File: src/rtl/datapath_ctrl_if.sv
// Handshake and control bundle between the instruction sequencer and the datapath.
// The slave side is the controller; the master side issues instructions and consumes controls.
interface datapath_ctrl_if;
  logic        start;
  logic [15:0] instr;
  logic        ready;
  logic        illegal;
  logic        write;
  logic        vsel;
  logic        loada;
  logic        loadb;
  logic        asel;
  logic        bsel;
  logic        loadc;
  logic        loads;
  logic [2:0]  readnum;
  logic [2:0]  writenum;
  logic [1:0]  shift;
  logic [1:0]  ALUop;
  logic [15:0] datapath_in;

  modport slave (
    input  start, instr,
    output ready, illegal, write, vsel, loada, loadb, asel, bsel, loadc, loads,
           readnum, writenum, shift, ALUop, datapath_in
  );

  modport master (
    output start, instr,
    input  ready, illegal, write, vsel, loada, loadb, asel, bsel, loadc, loads,
           readnum, writenum, shift, ALUop, datapath_in
  );
endinterface

File: src/rtl/datapath_ctrl.sv
// Multi-cycle instruction sequencer: latches instr on start in WAIT, then steps Moore states.
// Latency 1 (illegal) to 5 (ADD/AND) cycles; start is ignored whenever ready is low.
module datapath_ctrl (
  input logic            clk,
  input logic            rst_n,
  datapath_ctrl_if.slave bus
);

  typedef enum logic [2:0] {
    WAIT   = 3'd0,
    DECODE = 3'd1,
    WIMM   = 3'd2,
    GETA   = 3'd3,
    GETB   = 3'd4,
    CALC   = 3'd5,
    WRITE  = 3'd6
  } state_t;

  state_t      state;
  state_t      next;
  logic [15:0] ir;

  logic [2:0] opcode;
  logic [1:0] op;
  logic [2:0] rn;
  logic [2:0] rd;
  logic [1:0] sh;
  logic [2:0] rm;

  assign opcode = ir[15:13];
  assign op     = ir[12:11];
  assign rn     = ir[10:8];
  assign rd     = ir[7:5];
  assign sh     = ir[4:3];
  assign rm     = ir[2:0];

  logic       ready;
  logic       illegal;
  logic       write;
  logic       vsel;
  logic       loada;
  logic       loadb;
  logic       asel;
  logic       bsel;
  logic       loadc;
  logic       loads;
  logic [2:0] readnum;
  logic [2:0] writenum;
  logic [1:0] shift;
  logic [1:0] alu_op;

  always_ff @(posedge clk or negedge rst_n) begin
    if (!rst_n) begin
      state <= WAIT;
    end else begin
      state <= next;
    end
  end

  // IR only loads on an accepted start, so later start pulses cannot disturb decode.
  always_ff @(posedge clk or negedge rst_n) begin
    if (!rst_n) begin
      ir <= 16'h0000;
    end else if (state == WAIT && bus.start) begin
      ir <= bus.instr;
    end
  end

  always_comb begin
    next     = state;
    ready    = 1'b0;
    illegal  = 1'b0;
    write    = 1'b0;
    vsel     = 1'b0;
    loada    = 1'b0;
    loadb    = 1'b0;
    asel     = 1'b0;
    bsel     = 1'b0;
    loadc    = 1'b0;
    loads    = 1'b0;
    readnum  = 3'd0;
    writenum = 3'd0;
    shift    = 2'd0;
    alu_op   = 2'd0;

    case (state)
      WAIT: begin
        ready = 1'b1;
        if (bus.start) next = DECODE;
      end
      DECODE: begin
        if (opcode == 3'b110 && op == 2'b10) begin
          next = WIMM;
        end else if (opcode == 3'b110 && op == 2'b00) begin
          next = GETB;
        end else if (opcode == 3'b101) begin
          next = (op == 2'b11) ? GETB : GETA;
        end else begin
          illegal = 1'b1;
          next    = WAIT;
        end
      end
      WIMM: begin
        vsel     = 1'b1;
        write    = 1'b1;
        writenum = rn;
        next     = WAIT;
      end
      GETA: begin
        readnum = rn;
        loada   = 1'b1;
        next    = GETB;
      end
      GETB: begin
        readnum = rm;
        loadb   = 1'b1;
        next    = CALC;
      end
      CALC: begin
        loadc = 1'b1;
        shift = sh;
        // MOV reg passes B through an adder with A zeroed; MVN keeps asel low.
        if (opcode == 3'b110) begin
          asel   = 1'b1;
          alu_op = 2'b00;
        end else begin
          alu_op = op;
        end
        if (opcode == 3'b101 && op == 2'b01) begin
          loads = 1'b1;
          next  = WAIT;
        end else begin
          next = WRITE;
        end
      end
      WRITE: begin
        write    = 1'b1;
        writenum = rd;
        next     = WAIT;
      end
      default: begin
        next = WAIT;
      end
    endcase
  end

  assign bus.ready       = ready;
  assign bus.illegal     = illegal;
  assign bus.write       = write;
  assign bus.vsel        = vsel;
  assign bus.loada       = loada;
  assign bus.loadb       = loadb;
  assign bus.asel        = asel;
  assign bus.bsel        = bsel;
  assign bus.loadc       = loadc;
  assign bus.loads       = loads;
  assign bus.readnum     = readnum;
  assign bus.writenum    = writenum;
  assign bus.shift       = shift;
  assign bus.ALUop       = alu_op;
  assign bus.datapath_in = {{8{ir[7]}}, ir[7:0]};

endmodule

File: src/flat_wrapper.sv
// flat-port wrapper written by rule: the top's interface ports become plain ports
module datapath_ctrl_flat 
  (clk, rst_n, bus_start, bus_instr, bus_ready, bus_illegal, bus_write, bus_vsel, bus_loada, bus_loadb, bus_asel, bus_bsel, bus_loadc, bus_loads, bus_readnum, bus_writenum, bus_shift, bus_ALUop, bus_datapath_in);
  datapath_ctrl_if bus_i ();
  input logic clk;
  input logic rst_n;
  input wire logic [$bits(bus_i.start)-1:0] bus_start;
  input wire logic [$bits(bus_i.instr)-1:0] bus_instr;
  output wire logic [$bits(bus_i.ready)-1:0] bus_ready;
  output wire logic [$bits(bus_i.illegal)-1:0] bus_illegal;
  output wire logic [$bits(bus_i.write)-1:0] bus_write;
  output wire logic [$bits(bus_i.vsel)-1:0] bus_vsel;
  output wire logic [$bits(bus_i.loada)-1:0] bus_loada;
  output wire logic [$bits(bus_i.loadb)-1:0] bus_loadb;
  output wire logic [$bits(bus_i.asel)-1:0] bus_asel;
  output wire logic [$bits(bus_i.bsel)-1:0] bus_bsel;
  output wire logic [$bits(bus_i.loadc)-1:0] bus_loadc;
  output wire logic [$bits(bus_i.loads)-1:0] bus_loads;
  output wire logic [$bits(bus_i.readnum)-1:0] bus_readnum;
  output wire logic [$bits(bus_i.writenum)-1:0] bus_writenum;
  output wire logic [$bits(bus_i.shift)-1:0] bus_shift;
  output wire logic [$bits(bus_i.ALUop)-1:0] bus_ALUop;
  output wire logic [$bits(bus_i.datapath_in)-1:0] bus_datapath_in;
  assign bus_i.start = bus_start;
  assign bus_i.instr = bus_instr;
  assign bus_ready = bus_i.ready;
  assign bus_illegal = bus_i.illegal;
  assign bus_write = bus_i.write;
  assign bus_vsel = bus_i.vsel;
  assign bus_loada = bus_i.loada;
  assign bus_loadb = bus_i.loadb;
  assign bus_asel = bus_i.asel;
  assign bus_bsel = bus_i.bsel;
  assign bus_loadc = bus_i.loadc;
  assign bus_loads = bus_i.loads;
  assign bus_readnum = bus_i.readnum;
  assign bus_writenum = bus_i.writenum;
  assign bus_shift = bus_i.shift;
  assign bus_ALUop = bus_i.ALUop;
  assign bus_datapath_in = bus_i.datapath_in;
  datapath_ctrl u_core (.clk(clk), .rst_n(rst_n), .bus(bus_i));
endmodule
File: config.mk
export PLATFORM = sky130hd
export DESIGN_NAME = datapath_ctrl_flat
export DESIGN_NICKNAME = d
export VERILOG_FILES = /design/src/rtl/datapath_ctrl_if.sv /design/src/rtl/datapath_ctrl.sv /design/src/flat_wrapper.sv
export SDC_FILE = /design/constraint.sdc
export NUM_CORES = 1
export LEC_CHECK = 0
export ABC_AREA = 0
export CAP_MARGIN = 20
export CORE_MARGIN = 2
export CORE_UTILIZATION = 44
export CTS_CLUSTER_SIZE = 20
export DETAILED_ROUTE_END_ITERATION = 8
export PLACE_DENSITY = 0.85
export SYNTH_ARGS = -nofsm -noshare
export SYNTH_HDL_FRONTEND = slang
export SYNTH_SLANG_ARGS = --single-unit
File: constraint.sdc
create_clock -name clk -period 2.5 [get_ports clk]
set_input_delay 0.375 -clock clk [delete_from_list [all_inputs] [get_ports clk]]
set_output_delay 0.375 -clock clk [all_outputs]
set_load 0.02 [all_outputs]
After elaboration in Yosys (flattened, before gate mapping)
Index checks and enable logic that the tools add are counted.
- flip-flop bits (word level): 19
- bits of input ports: 19
- output and inout bits: 36
- word-level logic and storage cells: 47
- equal/unequal tests: 12
- mux-type cells: 26
- reductions and logical operators: 7
- operators with widths (kind ; count):
    3-bit 2-to-1 mux ; 6
    3-bit == test (second input constant) ; 5
    3-bit one-hot mux with 5 select lines ; 1
    1-bit 2-to-1 mux ; 14
    3-bit one-hot mux with 2 select lines ; 2
    3-bit by 2-bit == test with 1-bit output (second input constant) ; 2
    2-bit 2-to-1 mux ; 3
    2-bit == test (second input constant) ; 2
    1-bit logical AND ; 4
    3-bit by 1-bit == test with 1-bit output (second input constant) ; 1
    3-bit zero test ; 1
    2-bit by 1-bit == test with 1-bit output (second input constant) ; 1
    2-bit zero test ; 1
    2-bit != test (second input constant) ; 1
    2-bit OR reduction ; 1

Logic depth before layout (Yosys ltp)
Gate-level depths: netlist of the first run.
- depth after elaboration: 6
- mapped depth: 5
- depth with buffers taken out: 3

Worst setup path before layout of the first run
Ideal clock, no wire load.
- path kind: reg-to-output
- from: reg u_core.ir[13]
- to: out bus_illegal
- arrival time: 1.802 ns
- data required time: 2.125 ns
- path slack: 0.323 ns
- cell stages (with the launch flop): 4
- path buffers: 0
- path through: dfrtp_1 > nor2b_1 > nand2b_1 > a2111oi_0
- word-level cells in the longest chain between the ends: 5
- elaborated cells on any way between the ends: 8
- those cells by class: eq/ne: 2; mux: 4; reduce/logical: 2
- RTL lines (what ; line ; RTL):
    from (decl) ; datapath_ctrl.sv:21 ; logic [15:0] ir;
    from (signal assigned) ; datapath_ctrl.sv:65 ; ir <= bus.instr;
    3-bit == test, on equally long branches ; datapath_ctrl.sv:96, datapath_ctrl.sv:92, datapath_ctrl.sv:94 ;
    1-bit 2-to-1 mux or 1-bit logical AND (tied branches) ; datapath_ctrl.sv:96, datapath_ctrl.sv:94 ;
    1-bit 2-to-1 mux ; datapath_ctrl.sv:94 ; end else if (opcode == 3'b110 && op == 2'b00) begin
    1-bit 2-to-1 mux * ; datapath_ctrl.sv:92 ; if (opcode == 3'b110 && op == 2'b10) begin
    1-bit 2-to-1 mux * ; datapath_ctrl.sv:86 ; case (state)
    to (decl) ; flat_wrapper.sv:10 ; output wire logic [$bits(bus_i.illegal)-1:0] bus_illegal;
Every way passes the cells marked *; elsewhere a longest branch is shown, timed or not.

Worst setup path after layout of the first run
- from: reg u_core.state[2]
- to: out bus_loads
- word-level cells in the longest chain between the ends: 2
- RTL lines (what ; line ; RTL):
    from (decl) ; datapath_ctrl.sv:19 ; state_t state;
    from (signal assigned) ; datapath_ctrl.sv:56 ; state <= next;
    3-bit == test ; datapath_ctrl.sv:86 ;
    1-bit 2-to-1 mux ; datapath_ctrl.sv:86 ;
    to (decl) ; flat_wrapper.sv:18 ; output wire logic [$bits(bus_i.loads)-1:0] bus_loads;
Every way passes these cells.

==> results of run 1 <==
[Yosys cell counts]
| library cell | number | area share |
|---|---|---|
| dfrtp_1 | 19 | 0.40 |
| buf_4 | 17 | 0.11 |
| mux2_4 | 10 | 0.13 |
| mux2_2 | 6 | 0.058 |
| nor2_1 | 6 | 0.019 |
| and3_1 | 5 | 0.027 |
| a21oi_1 | 3 | 0.013 |
| a22o_1 | 3 | 0.022 |
| inv_1 | 3 | 0.0096 |
| mux2i_1 | 3 | 0.026 |
| and2_1 | 2 | 0.011 |
| clkbuf_1 | 2 | 0.0064 |
| nand2_1 | 2 | 0.0064 |
| nand2b_1 | 2 | 0.011 |
| nand3b_1 | 2 | 0.013 |
| nor3_1 | 2 | 0.0085 |
| a2111oi_0 | 1 | 0.0075 |
| a311o_1 | 1 | 0.0085 |
| and2_4 | 1 | 0.0075 |
| and3b_1 | 1 | 0.0075 |
| and4bb_2 | 1 | 0.011 |
| buf_12 | 1 | 0.017 |
| buf_6 | 1 | 0.0096 |
| conb_1 | 1 | 0.0032 |
| nand4_1 | 1 | 0.0053 |
| nor2b_1 | 1 | 0.0053 |
| nor3_2 | 1 | 0.0085 |
| nor4_1 | 1 | 0.0053 |
| o211ai_1 | 1 | 0.0064 |
| o21ai_0 | 1 | 0.0043 |
| o221ai_1 | 1 | 0.0075 |
| or3b_2 | 1 | 0.0075 |
| or4b_1 | 1 | 0.0085 |
[area by class of cell]
| cell class | count | share of cell area |
|---|---|---|
| flip-flops and latches | 19 | 0.294 |
| inverters | 3 | 0.00692 |
| well taps | 30 | 0.0231 |
| repair buffers | 55 | 0.336 |
| multi-input cells | 61 | 0.324 |
| clock buffers | 4 | 0.0162 |
[layout by cell type (no fill, tap or decap), types with 2 or more instances in the layout]
cell and n:
a21oi_1 3, a22o_1 3, and2_1 2, and3_1 5, buf_4 2, clkbuf_4 3, clkdlybuf4s50_1 51, dfrtp_1 17
dfrtp_2 2, inv_1 3, mux2_2 6, mux2_4 10, mux2i_1 3, nand2_1 2, nand2b_1 2, nand3b_1 2
nor2_1 6, nor3_2 2
[worst paths after layout]
path                                  from               to  slack, ns  cells past startpoint
max in group asynchronous            rst_n  u_core.state[0]       1.40                      1
hold / removal                       rst_n     u_core.ir[1]       0.54                      1
setup reg to reg           u_core.state[1]    u_core.ir[13]       0.95                      3
min in group clk              u_core.ir[3]     u_core.ir[3]       0.55                      1
setup / recovery           u_core.state[2]        bus_loads        0.1                      5
hold reg to reg               u_core.ir[3]     u_core.ir[3]       0.55                      1
[per-layer routing]
| metal | routed length, µm | part of all wire | GRT usage |
|---|---|---|---|
| met1 | 1100 | 0.40 | 0.227 |
| met3 | 174 | 0.063 | 0.0372 |
| met2 | 1430 | 0.52 | 0.318 |
| met4 | 51 | 0.019 | 0.0801 |
| met5 | 0 | 0 | 0 |
[report_power, final]
| part | switching (mW) | leakage [nW] | internal (mW) |
|---|---|---|---|
| combinational | 0.575 | 0.462 | 0.689 |
| clock | 0.0962 | 0.0150 | 0.0622 |
| sequential | 0.215 | 0.224 | 0.463 |
[cell families (layout without fill, tap and decap cells)]
logic type / count (synthesis) / after routing / synth area share
other cells: 1 / 1 / 0.00319
mux: 19 / 19 / 0.211
simple gates: 30 / 30 / 0.161
compound gates: 11 / 11 / 0.0692
buf+inv: 24 / 62 / 0.151
flops: 19 / 19 / 0.405
[flip-flops by register name (all words and copies together) (netlist names)]
register and count:
u_core.state 3, u_core.ir 16
[critical path, cell delays in order (launching register included)]
cell and delay (ns):
dfrtp_2 0.46, inv_1 0.13, nor3_1 0.22, buf_4 0.17, and3_1 0.15, clkdlybuf4s50_1 0.59
==> results.sh, run 1 <==
export IMPL_p_per_area_nw_per_um2=1290
export IMPL_path_clk_slew_ns=0.11
export IMPL_final_setup_tns_ns=0
export IMPL_hold_viol_final=0
export IMPL_crit_path_max_fanout=8
export IMPL_io_pins=55
export IMPL_setup_slack_ns=0.0984
export IMPL_cts_sinks=19
export IMPL_syn_num_nets=123
export IMPL_cts_resized=2
export IMPL_final_core_util=0.651
export IMPL_status="completed"
export IMPL_place_ws_ns=0.190
export IMPL_ys_ff_latch=19
export IMPL_n_antenna_cell=0
export IMPL_final_max_slew_violation_count=0
export IMPL_dp_hpwl_um=2080
export IMPL_worst_pin_slew_ns=0.826
export IMPL_die_h_um=55.7
export IMPL_final_nets=162
export IMPL_syn_to_final_growth_pct=38.4
export IMPL_num_rows=18
export IMPL_cp_end_kind="output pin"
export IMPL_insertion_delay_ns=0.30
export IMPL_post_route_period_util=0.961
export IMPL_required_ns=2.12
export IMPL_dp_cells=168
export IMPL_drt_wl_total_um=2750
export IMPL_final_seq_area_um2=478
export IMPL_whs_ns=0.539
export IMPL_ant_nets=0
export IMPL_post_cts_buffers=0
export IMPL_io_buffers=53
export IMPL_timing_fmax_mhz=416
export IMPL_drive_gt1_frac=0.197
export IMPL_leakage_nw=0.701
export IMPL_cts_made_buffers=3
export IMPL_worst_setup_path_type="reg2out"
export IMPL_initial_core_util=0.470
export IMPL_viasPerCell=5.45
export IMPL_finalCriticalPeriod_ns=2.40
export IMPL_wire_per_inst_um=16.0
export IMPL_synth_area_per_cell_um2=11.3
export IMPL_gp_congestion=0.788
export IMPL_hold_buffers=0
export IMPL_start_kind="register"
export IMPL_peakVddDrop_v=0.000902
export IMPL_dpl_cell_area_um2=1590
export IMPL_fin_cells=172
export IMPL_holdCritPathClass="in2async"
export IMPL_grt_pass1_vias=924
export IMPL_maxCapViolations=0
export IMPL_remaining_drc_errors=0
export IMPL_multiInputGateArea_um2=527
export IMPL_syn_instance_count=104
export IMPL_grt_pass1_wl_um=4570
export IMPL_root_buffer="clkbuf_4"
export IMPL_finalSetupViolCount=0
export IMPL_fill_cells=195
export IMPL_drtIter0Drc=28
export IMPL_tritoncts="yes"
export IMPL_grt_usage=0.186
export IMPL_final_setup_skew_ns=0.00448
export IMPL_yosysWarnings=0
export IMPL_antenna_found_initial=0
export IMPL_finalPower_mw=2.10
export IMPL_fin_area_um2=1630
export IMPL_htreeDepth=1
export IMPL_dr_pass1_iters=5
export IMPL_die_width_um=55.7
export IMPL_die_area_um2=3100
export IMPL_vias=938
export IMPL_core_um2=2500
export IMPL_clock_path_buffers=2
export IMPL_grt_max_degree=20
export IMPL_grt_overflow=0
export IMPL_syn_cell_area_um2=1170
export IMPL_ys_types=33
export IMPL_arrival_ns=2.03
export IMPL_yosysSeqAreaShare=0.405
export IMPL_relSlewSlack=0.448
Power figures use the tool's default switching activity.
==> run 2: changes to the inputs <==
--- a/config.mk
+++ b/config.mk
@@ -9,6 +9,7 @@
 export CAP_MARGIN = 20
 export CORE_MARGIN = 2
 export CORE_UTILIZATION = 44
+export CTS_CLUSTER_DIAMETER = 100
 export CTS_CLUSTER_SIZE = 20
 export DETAILED_ROUTE_END_ITERATION = 8
 export PLACE_DENSITY = 0.85
==> constraint.sdc (replaced) <==
create_clock -name clk -period 3.1 [get_ports clk]
set_input_delay 0.465 -clock clk [delete_from_list [all_inputs] [get_ports clk]]
set_output_delay 0.465 -clock clk [all_outputs]
set_load 0.02 [all_outputs]
==> results.sh, run 2 (synthesis results as in run 1) <==
export IMPL_clock_path_buffers=2
export IMPL_timing_fmax_mhz=368
export IMPL_fin_cells=171
export IMPL_die_h_um=55.7
export IMPL_root_buffer="clkbuf_4"
export IMPL_netSwitchingFraction=0.413
export IMPL_grt_pass1_wl_um=4260
export IMPL_layout_common_cells="53 x clkdlybuf4s50_1, 19 x dfrtp_1, 10 x mux2_4"
export IMPL_arrival_ns=2.25
export IMPL_critPathSlowestCell="clkdlybuf4s50_1"
export IMPL_final_max_slew_violation_count=0
export IMPL_hold_buffers=0
export IMPL_finalCriticalPeriod_ns=2.72
export IMPL_die_area_um2=3100
export IMPL_core_um2=2500
export IMPL_cp_end_kind="output pin"
export IMPL_final_setup_tns_ns=0
export IMPL_tritoncts="yes"
export IMPL_grt_max_degree=20
export IMPL_final_nets=161
export IMPL_p_per_area_nw_per_um2=1030
export IMPL_peakVddDrop_v=0.000708
export IMPL_htreeDepth=1
export IMPL_finalSetupViolCount=0
export IMPL_seqPwrFrac=0.319
export IMPL_path_buf_inv=2
export IMPL_reg2reg_slack_ns=1.40
export IMPL_post_route_period_util=0.877
export IMPL_post_cts_buffers=0
export IMPL_relSlewSlack=0.435
export IMPL_vias=895
export IMPL_worst_pin_slew_ns=0.844
export IMPL_dr_pass1_iters=4
export IMPL_dpl_cell_area_um2=1580
export IMPL_dp_cells=167
export IMPL_worst_setup_path_type="reg2out"
export IMPL_drtIter0Drc=11
export IMPL_viasPerCell=5.23
export IMPL_cp_top_family="buffers and inverters"
export IMPL_start_kind="register"
export IMPL_multiInputGateArea_um2=522
export IMPL_max_flop_register="u_core.ir"
export IMPL_path_clk_slew_ns=0.11
export IMPL_p_comb_frac=0.607
export IMPL_cts_made_buffers=3
export IMPL_grt_pass1_vias=921
export IMPL_required_ns=2.63
export IMPL_io_pins=55
export IMPL_final_setup_skew_ns=0.00349
export IMPL_cts_sinks=19
export IMPL_gp_congestion=0.720
export IMPL_syn_to_final_growth_pct=37.2
export IMPL_cts_resized=0
export IMPL_status="completed"
export IMPL_fin_area_um2=1610
export IMPL_remaining_drc_errors=0
export IMPL_leakage_nw=0.679
export IMPL_power_clock_fraction=0.073
export IMPL_n_antenna_cell=0
export IMPL_insertion_delay_ns=0.29
export IMPL_initial_core_util=0.470
export IMPL_drive_gt1_frac=0.177
export IMPL_maxCapViolations=0
export IMPL_fill_cells=204
export IMPL_internal_power_mw=0.977
export IMPL_path_cells="inv_1, nor3_1, and3_1, clkdlybuf4s50_1"
export IMPL_die_width_um=55.7
export IMPL_antenna_found_initial=0
export IMPL_wire_per_inst_um=14.7
export IMPL_slowest_delay_ns=0.60
export IMPL_crit_path_max_fanout=7
export IMPL_grt_overflow=0
export IMPL_grt_usage=0.167
export IMPL_drt_wl_total_um=2520
export IMPL_final_seq_area_um2=475
export IMPL_ant_nets=0
export IMPL_dp_hpwl_um=1960
export IMPL_largest_reg_flops=16
export IMPL_num_rows=18
export IMPL_final_common_cell="clkdlybuf4s50_1"
export IMPL_hold_viol_final=0
export IMPL_reg_largest_list="u_core.ir: 16 flops, u_core.state: 3 flops"
export IMPL_rsz0062_at_grt="false"
export IMPL_switchingPower_mw=0.689
export IMPL_io_buffers=53
export IMPL_holdCritPathClass="reg2reg"
-- run 2: worst paths after layout --
check                                startpoint             to  cells after the start
worst max register to register  u_core.state[2]  u_core.ir[14]                      4
worst max-delay path            u_core.state[0]      bus_loads                      4
max in group asynchronous                 rst_n   u_core.ir[8]                      1
worst min register to register    u_core.ir[10]  u_core.ir[10]                      1
worst min-delay path              u_core.ir[10]  u_core.ir[10]                      1
min in group asynchronous                 rst_n  u_core.ir[11]                      1
-- run 2: metal layers --
| layer | up-vias | wire length, µm | track usage |
|---|---|---|---|
| li1 | 429 | - | - |
| met1 | 439 | 1050 | 0.210 |
| met2 | 27 | 1360 | 0.318 |
| met3 | 0 | 101 | 0.0209 |
| met4 | 0 | 0 | 0.0105 |
| met5 | - | 0 | 0 |
-- run 2: worst reg2reg max path: stages (launching register included) --
cell     delay [ns]
dfrtp_1        0.46
buf_4          0.20
nor3_2         0.20
and2_4         0.34
mux2_2         0.39
-- run 2: final cells by class --
| type | instances | share of cell area |
|---|---|---|
| Sequential cell | 19 | 0.295 |
| Clock inverter | 1 | 0.00311 |
| Inverter | 3 | 0.00699 |
| Clock buffer | 3 | 0.0140 |
| Tap cell | 30 | 0.0233 |
| Multi-Input combinational cell | 61 | 0.324 |
| Timing Repair Buffer | 54 | 0.334 |
-- run 2: through the flow --
step                total power [mW]  worst slack (ns)  hold WS, ns  utilization
detailed placement              1.55             0.680        0.525        0.634
finish                          1.67             0.381        0.553        0.645
global placement                1.52             0.751        0.516        0.634
floorplan                       1.30             0.833        0.169            -
global route                    1.77             0.128        0.590        0.645
CTS                             1.68             0.344        0.561        0.645
-- run 2: power by group through the flow --
| stage | Sequential [mW] | Combinational [mW] | Clock (mW) |
|---|---|---|---|
| floorplan | 0.478 | 0.822 | 0 |
| global placement | 0.518 | 1.00 | 0 |
| detailed placement | 0.536 | 1.02 | 0 |
| CTS | 0.532 | 1.02 | 0.128 |
| global route | 0.559 | 1.08 | 0.137 |
| finish | 0.532 | 1.01 | 0.122 |
==> run 3: changes to the inputs <==
--- a/config.mk
+++ b/config.mk
@@ -6,6 +6,7 @@
 export NUM_CORES = 1
 export LEC_CHECK = 0
 export ABC_AREA = 0
+export ABC_CLOCK_PERIOD_IN_PS = 3100
 export CAP_MARGIN = 20
 export CORE_MARGIN = 2
 export CORE_UTILIZATION = 44
==> results of run 3 <==
Same layout as run 2: the final DEF is identical, and so are final timing and power.
